===== config.mk =====
export PLATFORM = sky130hd
export DESIGN_NAME = word_dec
export DESIGN_NICKNAME = d
export VERILOG_FILES = /design/src/rtl/word_dec.sv
export SDC_FILE = /design/constraint.sdc
export NUM_CORES = 1
export LEC_CHECK = 0
export CAP_MARGIN = 20
export CORE_MARGIN = 2
export CORE_UTILIZATION = 44
export CTS_BUF_LIST = sky130_fd_sc_hd__clkbuf_8
export DETAILED_ROUTE_END_ITERATION = 8
export MAX_ROUTING_LAYER = met4
export PLACE_DENSITY = 0.72
export SLEW_MARGIN = 20
export SYNTH_ARGS = -nofsm -noshare
export SYNTH_HDL_FRONTEND = slang
export SYNTH_SLANG_ARGS = --single-unit

===== constraint.sdc =====
create_clock -name clk -period 13.3 [get_ports clk]
set_input_delay 1.995 -clock clk [delete_from_list [all_inputs] [get_ports clk]]
set_output_delay 1.995 -clock clk [all_outputs]
set_load 0.05 [all_outputs]

===== src/rtl/word_dec.sv =====
// Streaming 9-bit word decryptor; 3-cycle latency from acceptance to out_valid.
// Backpressure: all stages shift together only when the output slot is free or being drained.
module word_dec #(
  parameter int KEY_W  = 144,
  parameter int WORD_W = 9,
  parameter int IDX_W  = 7
) (
  input  logic              clk,
  input  logic              rst,
  input  logic              key_load,
  input  logic [KEY_W-1:0]  key_in,
  input  logic [IDX_W-1:0]  start_idx,
  output logic              key_ready,
  input  logic              in_valid,
  output logic              in_ready,
  input  logic [WORD_W-1:0] in_data,
  output logic              out_valid,
  input  logic              out_ready,
  output logic [WORD_W-1:0] out_data,
  output logic [IDX_W-1:0]  out_idx
);

  // Round key for index i: key word (16 - i) mod 16, tweaked by the index itself.
  function automatic logic [WORD_W-1:0] round_key(input logic [KEY_W-1:0] k,
                                                  input logic [IDX_W-1:0] i);
    logic [3:0] j;
    j = 4'd0 - i[3:0];
    return k[WORD_W*j +: WORD_W] ^ WORD_W'(i);
  endfunction

  function automatic logic [WORD_W-1:0] rotr3(input logic [WORD_W-1:0] x);
    return {x[2:0], x[WORD_W-1:3]};
  endfunction

  logic [KEY_W-1:0]  key_q;
  logic [IDX_W-1:0]  idx_q;

  logic              s1_vld;
  logic [IDX_W-1:0]  s1_idx;
  logic [WORD_W-1:0] s1_dat;
  logic [WORD_W-1:0] s1_k1;
  logic [WORD_W-1:0] s1_k2;

  logic              s2_vld;
  logic [IDX_W-1:0]  s2_idx;
  logic [WORD_W-1:0] s2_dat;
  logic [WORD_W-1:0] s2_k1;

  logic              adv;
  logic              any_vld;
  logic              load_req;
  logic              load_take;
  logic              accept;
  logic [WORD_W-1:0] k1;
  logic [WORD_W-1:0] k2;
  logic [WORD_W-1:0] k3;

  assign adv     = !out_valid || out_ready;
  assign any_vld = s1_vld || s2_vld || out_valid;

  // A load request on an empty pipe blocks input so the load is taken first.
  assign load_req  = key_load && !any_vld;
  assign in_ready  = adv && !rst && !load_req;
  assign accept    = in_valid && in_ready;
  assign key_ready = !any_vld && !accept;
  assign load_take = key_load && key_ready && !rst;

  always_comb begin
    k1 = round_key(key_q, idx_q - IDX_W'(1));
    k2 = round_key(key_q, idx_q);
    k3 = round_key(key_q, idx_q + IDX_W'(1));
  end

  always_ff @(posedge clk) begin
    if (rst) begin
      key_q     <= '0;
      idx_q     <= '0;
      s1_vld    <= 1'b0;
      s1_idx    <= '0;
      s1_dat    <= '0;
      s1_k1     <= '0;
      s1_k2     <= '0;
      s2_vld    <= 1'b0;
      s2_idx    <= '0;
      s2_dat    <= '0;
      s2_k1     <= '0;
      out_valid <= 1'b0;
      out_idx   <= '0;
      out_data  <= '0;
    end else begin
      if (load_take) begin
        key_q <= key_in;
        idx_q <= start_idx;
      end else if (accept) begin
        idx_q <= idx_q + IDX_W'(1);
      end

      if (adv) begin
        s1_vld    <= accept;
        s1_idx    <= idx_q;
        s1_dat    <= in_data - k3;
        s1_k1     <= k1;
        s1_k2     <= k2;

        s2_vld    <= s1_vld;
        s2_idx    <= s1_idx;
        s2_dat    <= rotr3(s1_dat ^ s1_k2);
        s2_k1     <= s1_k1;

        out_valid <= s2_vld;
        out_idx   <= s2_idx;
        out_data  <= s2_dat ^ s2_k1;
      end
    end
  end

endmodule


Word level (Yosys, flattened, before mapping)
Cells that the tools add are included.
- add/sub/neg operators: 6
- $mul: 3
- shift operators: 3
- multiplexer cells: 2
- bitwise logic cells: 5
- reductions and logical operators: 16
- operators with widths (operator ; count):
    variable part select 144 x 9 -> 9 bit ; 3
    bitwise XOR 9 x 7 -> 9 bit ; 3
    multiplier 4 x 4 -> 8 bit, first input constant ; 3
    bitwise XOR 9 bit ; 2
    2-to-1 mux 7 bit ; 2
    subtractor 1 x 4 -> 4 bit, first input constant ; 3
    subtractor 9 bit ; 1
    adder 7 x 1 -> 7 bit, second input constant ; 1
    logical AND 1 bit ; 7
    subtractor 7 x 1 -> 7 bit, second input constant ; 1
    zero test 1 bit ; 5
    logical OR 1 bit ; 3
    nonzero test 2 bit ; 1
- register bits: 229
- bits of input ports: 165
- output and inout bits: 19
- word-level logic and storage cells: 49

Logic depth before layout (Yosys ltp)
Gate-level depths: netlist (run 1).
- depth after elaboration: 12
- depth in mapped cells: 20
- depth with buffers taken out: 17

Least setup slack after synthesis (run 1)
OpenSTA, ideal clock, no wires.
- path kind: in2out
- start: in rst
- end: out key_ready
- arrival time: 3443 ps
- data required time: 11305 ps
- slack: 7862 ps
- stages: 5
- path buffers: 2
- cell sequence: clkbuf_1 nor2_1 and3_1 clkbuf_1 nor2b_1
- cells in the longest elaborated chain, start to end: 6
- RTL lines (element ; line ; source):
    start, declared ; 9 ; input logic rst,
    zero test 1 bit ; 63 ; assign in_ready = adv && !rst && !load_req;
    logical AND 1 bit (2 in series) ; 63 ;
    logical AND 1 bit ; 64 ; assign accept = in_valid && in_ready;
    zero test 1 bit ; 65 ; assign key_ready = !any_vld && !accept;
    logical AND 1 bit ; 65 ;
    end, declared ; 13 ; output logic key_ready,
No other way between the ends.

Worst setup path after layout (run 1)
- start: in out_ready
- end: out key_ready
- cells in the longest elaborated chain, start to end: 6
- RTL lines (element ; line ; source):
    start, declared ; 18 ; input logic out_ready,
    logical OR 1 bit ; 58 ; assign adv = !out_valid || out_ready;
    logical AND 1 bit (2 in series) ; 63 ;
    logical AND 1 bit ; 64 ;
    zero test 1 bit ; 65 ;
    logical AND 1 bit ; 65 ;
No other way between the ends.

==> results of run 1 <==
==> cells in the mapped netlist, drive strengths merged (2+ instances only) <==
cell type | instances | area [sq um]
a211oi | 27 | 203
a21oi | 201 | 1010
a222oi | 4 | 40.0
a311o | 2 | 20.0
a31oi | 5 | 31.3
a32oi | 2 | 17.5
and3 | 5 | 31.3
buf | 46 | 302
clkbuf | 70 | 267
dfxtp | 229 | 4580
ha | 11 | 138
inv | 6 | 22.5
mux2 | 6 | 75.1
mux2i | 42 | 420
mux4 | 107 | 2450
nand2 | 394 | 1480
nand2b | 9 | 56.3
nand3 | 6 | 30.0
nand3b | 3 | 22.5
nand4b | 2 | 17.5
nor2 | 48 | 180
nor2b | 6 | 37.5
nor3 | 7 | 35.0
nor3b | 7 | 52.6
o211ai | 4 | 30.0
o21ai | 13 | 68.8
or3 | 5 | 31.3
xnor2 | 46 | 422
xor2 | 7 | 76.3
==> worst min-delay path, delay by kind of cell, from the launching register on <==
kind / cells / cell delay [ns]
AOI/OAI and AO/OA: 1 / 0.05
DFF: 1 / 0.30
and+or+nand+nor: 1 / 0.05
==> area by class of cell <==
class,instances,share of cell area [%]
inverters,7,0.178
multi-input cells,981,48.3
clock buffers,43,4.01
repair buffers,193,12.9
well taps,378,3.20
clock inverters,13,0.381
flip-flops and latches,229,31.0
==> layout by cell type, fill, tap and decap left out, drive strengths merged, types with 9 or more instances in the layout <==
| master | instances |
|---|---|
| a211oi | 27 |
| a21oi | 201 |
| buf | 11 |
| clkbuf | 43 |
| clkdlybuf4s50 | 182 |
| dfxtp | 229 |
| ha | 11 |
| inv | 15 |
| mux2i | 42 |
| mux4 | 107 |
| nand2 | 394 |
| nand2b | 9 |
| nor2 | 48 |
| o21ai | 13 |
| xnor2 | 46 |
==> state kept, by name (all words and copies together) (netlist names) <==
name	cells
idx_q	7
s1_idx	7
out_data	9
s2_dat	9
s1_dat	9
s1_k1	9
s2_k1	9
s2_idx	7
s1_k2	9
out_valid	1
key_q	144
s2_vld	1
s1_vld	1
out_idx	7
==> path summary, 6_finish.rpt <==
| check | start | end | slack (ns) | depth (start not counted) |
|---|---|---|---|---|
| max | out_ready | key_ready | 6.67 | 7 |
| min | out_idx[4]$_SDFFE_PP0N_ | out_idx[4]$_SDFFE_PP0N_ | 0.45 | 2 |
| min reg2reg | out_idx[4]$_SDFFE_PP0N_ | out_idx[4]$_SDFFE_PP0N_ | 0.45 | 2 |
| max reg2reg | idx_q[0]$_SDFFE_PP0P_ | s1_dat[8]$_SDFFE_PP0N_ | 6.91 | 17 |
==> per-stage QoR <==
stage	hold WS [ns]	cell area, sq um
2_1_floorplan	0.432	12300
3_3_place_gp	0.439	14100
3_5_place_dp	0.444	14100
4_1_cts	0.451	14800
5_1_grt	0.464	14800
6_report	0.450	14800
==> power groups by stage <==
| stage | clock network, uW | registers (uW) | logic, uW |
|---|---|---|---|
| 3_5_place_dp | 0 | 830 | 522 |
| 3_3_place_gp | 0 | 827 | 514 |
| 5_1_grt | 590 | 824 | 567 |
| 6_report | 549 | 817 | 528 |
| 2_1_floorplan | 0 | 823 | 376 |
| 4_1_cts | 558 | 816 | 524 |
==> routing by layer <==
layer	up-vias	track usage [%]	routed length, um
li1	4916	-	-
met1	4929	30.1	13700
met2	481	37.7	16300
met3	89	3.42	2560
met4	0	8.84	1340
met5	-	-	0
==> cells by family after synthesis <==
group	after synthesis	share of synthesized area, %
AOI/OAI and AO/OA	266	12.1
DFF	229	37.4
muxes	155	24.1
xor gates and xnor gates	53	4.06
and+or+nand+nor	495	16.3
adders and majority gates	12	1.29
buffers and inverters	123	4.84
==> results.toml, run 1 <==
[run_status]
outcome = "completed"

[logic_synthesis]
syn-num-nets = 1510
synth_seq_area_share_pct = 37.4
mappedNetlistArea_sq_um = 12300
synth-edff-count = 0
postSynthRegisterBits = 229
postSynthAreaPerCell_sq_um = 9.20
ys_types = 54
postSynth.topFlopCell = "dfxtp_1"
number_of_instances_in_the_synthesized_netlist = 1333
ys_warn_count = 0
ys_async_sr_fraction_pct = 0

[sta]
final_max_slew_viol_count = 0
rsz0062_at_grt = "no"
post-route-worst-setup-slack_ns = 6.67
setup_viol = 0
fmaxAchievable_ghz = 0.151
relSlewSlack_pct = 32.7
finClkSkew_ns = 0.0241
final-hold-violation-count = 0
fin_setup_tns_ns = 0
period_needed_ns = 6.63
tightestPinTransition_ns = 1.01
final_min_period_over_clock_period_pct = 49.9

[global_route]
global_route_wire_length_before_repair_mm = 51.8
grt_max_degree = 103
number_of_global_route_vias_before_repair = 9436
groute.usage.overall_pct = 23.4
residual_overflow_from_global_routing = 0
antenna_violations_before_repair = 0

[layout]
fin_util_pct = 53.5
multi_input_area_sq_um = 7130
layout-drive-gt1-share_pct = 11.8
n_antenna_cell = 0
layout.area.seq_sq_um = 4590
final_cell_count_no_fill = 1844
num-fill-cells = 2538
area_growth_syn_to_layout_pct = 20.5
num-nets-final = 1627

[power]
power.share.combinational_pct = 27.9
power.static_leakage_uw = 0.00539
p_sw_uw = 585
clock_power_share_pct = 29.0
p_per_area_nw_per_um2 = 128
p_int_uw = 1310
sw_frac_of_total_pct = 30.9
totalPowerFinal_uw = 1890
vdd.ir_drop.worst_uv = 47.1
share_seq_of_total_power_pct = 43.1

[clocking]
clock_sink_count = 229
post_cts.resized_instances = 0
clk_transition_reported_paths_ns = 0.05
clock-root-buffer = "clkbuf_8"
clk-insertion-delay-late_ns = 0.53
cts_tree = "yes"
cts-htree-levels = 2
cts_max_path_buffers = 3
cts_setup_buffers = 0
tritoncts.num_buffers = 38
cts_hold_buffers = 0

[floorplan]
io_pins = 184
starting_density_of_the_core_pct = 44.4
dieWidth_um = 171
die_area_sq_um = 29200
fp-row-count = 61
die_h_um = 171
core_area_sq_um = 27600

[worst_setup_path]
cp_top_family = "buffers and inverters"
slowest_delay_ns = 0.82
critical_path_class = "input pin to output pin"
crit_arrival_ns = 4.64
worst_setup_path_start_kind = "input pin"
timing.critical_path.cells = "clkdlybuf4s50_1 -> nor2b_4 -> buf_4 -> nor2_1 -> and3_1 -> nor2b_1 -> clkdlybuf4s50_1"
critPathRequiredTime_ns = 11.31
crit_path_frequent_cell = "clkdlybuf4s50_1"
timing.critical_path.fanout_max = 59
worst-path-buf-inv = 3
worst_setup_path_end_kind = "output pin"
cpMaxStageDelayCell = "clkdlybuf4s50_1"

[detailed_routing]
ant_nets = 0
drt_pre_antenna_iters = 6
wl_mm = 33.9
drt_iter0_markers = 1148
post_drt_via_cell_ratio = 5.65
via_count = 10400
wl_per_cell_um = 18.4
detail_route.drc_violations = 0

[place]
gpl.final_weighted_congestion = 0.971
place_inst = 1788
pre_cts_ws_ns = 6.66
dp.final_hpwl_mm = 25.1
count_of_buffers_from_port_buffering = 183

[worst_hold_path]
min_path_type = "register to register"

[run]
max-cap-violations = 0
Power figures use the tool's default switching activity.
==> run 2: changes to the inputs <==
==> constraint.sdc (replaced) <==
create_clock -name clk -period 6.2 [get_ports clk]
set_input_delay 0.93 -clock clk [delete_from_list [all_inputs] [get_ports clk]]
set_output_delay 0.93 -clock clk [all_outputs]
set_load 0.05 [all_outputs]
==> results.toml, run 2 (synthesis gave the netlist of run 1 again) <==
[run_status]
outcome = "completed"

[detailed_routing]
wl_per_cell_um = 18.8
drt_iter0_markers = 892
via_count = 10400
wl_met3_mm = 2.13
wl_mm = 34.9
detail_route.drc_violations = 0
amount_of_wire_on_met2_after_detailed_routing_mm = 17.1
top_signal_layer_used = "met4"
drt_pre_antenna_iters = 6
post_drt_via_cell_ratio = 5.58
ant_nets = 0
wl_met1_mm = 14.7

[worst_setup_path]
critPathLaunch = "idx_q[1]$_SDFFE_PP0P_"
worstReg2RegStart = "idx_q[1]$_SDFFE_PP0P_"
critical_path_class = "register to register"
timing.critical_path.fanout_max = 37
r2r.worst_path.cells = 14
crit_arrival_ns = 5.70
rr_endpoint = "s1_dat[8]$_SDFFE_PP0N_"
worst_setup_path_end_kind = "register"
critPathRequiredTime_ns = 6.60
worst_setup_path_start_kind = "register"
reg2reg_slack_ns = 0.89

[floorplan]
die_h_um = 171
die_area_sq_um = 29200
io_pins = 184
fp-row-count = 61
core_area_sq_um = 27600
dieWidth_um = 171
starting_density_of_the_core_pct = 44.4

[power]
share_seq_of_total_power_pct = 42.2
p_per_area_nw_per_um2 = 278
totalPowerFinal_uw = 4140
clock_power_share_pct = 30.2
p_int_uw = 2870
power.static_leakage_uw = 0.00546
p_sw_uw = 1280
power.share.combinational_pct = 27.6
sw_frac_of_total_pct = 30.8
vdd.ir_drop.worst_uv = 130

[clocking]
clock-root-buffer = "clkbuf_8"
post_cts.resized_instances = 0
cts-htree-levels = 2
clock_sink_count = 229
clk_transition_reported_paths_ns = 0.07
cts_hold_buffers = 0
clk-insertion-delay-late_ns = 0.53
cts_max_path_buffers = 3
cts_tree = "yes"
tritoncts.num_buffers = 39
cts_setup_buffers = 0

[sta]
fin_setup_tns_ns = 0
final_max_slew_viol_count = 0
final-hold-violation-count = 0
relSlewSlack_pct = 32.9
fmaxAchievable_ghz = 0.188
period_needed_ns = 5.31
finClkSkew_ns = 0.0252
tightestPinTransition_ns = 1.01
fin_hold_ws_ns = 0.451
rsz0062_at_grt = "no"
setup_viol = 0
final_min_period_over_clock_period_pct = 85.6

[global_route]
residual_overflow_from_global_routing = 0
grt_max_degree = 113
antenna_violations_before_repair = 0
number_of_global_route_vias_before_repair = 9753
global_route_wire_length_before_repair_mm = 53.7
groute.usage.overall_pct = 24.5

[place]
count_of_buffers_from_port_buffering = 183
dp.final_hpwl_mm = 26.1
gpl.final_weighted_congestion = 0.931
placedInstanceArea_sq_um = 14200
place_inst = 1791

[layout]
layout.cell_area.non_filler_sq_um = 14900
commonest_non_fill_non_tap_cell_in_the_layout = "nand2_1"
num-nets-final = 1631
final_cell_count_no_fill = 1855
num-fill-cells = 2552
layout-drive-gt1-share_pct = 12.1
max_reg_flops = 144
most-common-layout-cells = "nand2_1 (393), dfxtp_1 (228), a21oi_1 (201), clkdlybuf4s50_1 (182), mux4_2 (95)"
n_antenna_cell = 0
top_register = "key_q"
area_growth_syn_to_layout_pct = 21.3

[run]
max-cap-violations = 0

[worst_hold_path]
whs_endpoint = "out_idx[0]$_SDFFE_PP0N_"
worstHoldPathCells = 2
min_path_type = "register to register"
holdCritStartpoint = "s2_idx[0]$_SDFFE_PP0N_"
run 2: layout make-up:
type / instances / area [sq um] / share of cell area [%]
clock inverter: 17 / 67.6 / 0.454
multi-input combinational: 981 / 7130 / 47.9
sequential: 229 / 4590 / 30.8
tap: 378 / 473 / 3.18
clock buffer: 47 / 647 / 4.35
timing repair buffer: 196 / 1940 / 13.1
inverter: 7 / 26.3 / 0.177
run 2: worst max-delay path, stage by stage (launching register included):
cell	delay (ns)
dfxtp_1	0.50
inv_1	0.16
ha_4	0.50
buf_4	0.53
mux4_2	0.57
mux4_2	0.50
xnor2_1	0.21
fa_1	0.47
a21o_1	0.20
a21oi_1	0.21
o21ai_0	0.15
o41ai_1	0.50
nor2_1	0.10
a2111oi_0	0.46
nand2_1	0.08
run 2: layer usage:
layer  up-vias  global-route usage (%)
li1       4937                       -
met1      4965                    31.3
met2       392                    40.0
met3        63                    3.91
met4         0                    7.59
met5         -                       -
run 2: worst max path at each step:
stage                        endpoint  cells after the start  slack, ns
6_report       s1_dat[8]$_SDFFE_PP0N_                     14       0.89
5_1_grt        s1_dat[8]$_SDFFE_PP0N_                     14       0.49
3_5_place_dp   s1_dat[8]$_SDFFE_PP0N_                     14       0.97
3_3_place_gp   s1_dat[8]$_SDFFE_PP0N_                     14       1.03
4_1_cts        s1_dat[8]$_SDFFE_PP0N_                     14       0.93
2_1_floorplan  s1_dat[8]$_SDFFE_PP0N_                     20       1.34
run 2: power groups by stage:
stage	clock, uW	combinational [uW]	sequential [uW]
6_report	1250	1140	1750
5_1_grt	1340	1230	1760
4_1_cts	1270	1140	1750
3_5_place_dp	0	1140	1780
3_3_place_gp	0	1120	1770
2_1_floorplan	0	807	1770
run 2: metrics by stage:
step           setup slack (ns)  util [%]
6_report                  0.893      53.8
5_1_grt                   0.494      53.8
4_1_cts                   0.927      53.8
3_5_place_dp              0.971      51.3
3_3_place_gp               1.03      51.3
2_1_floorplan              1.34         -
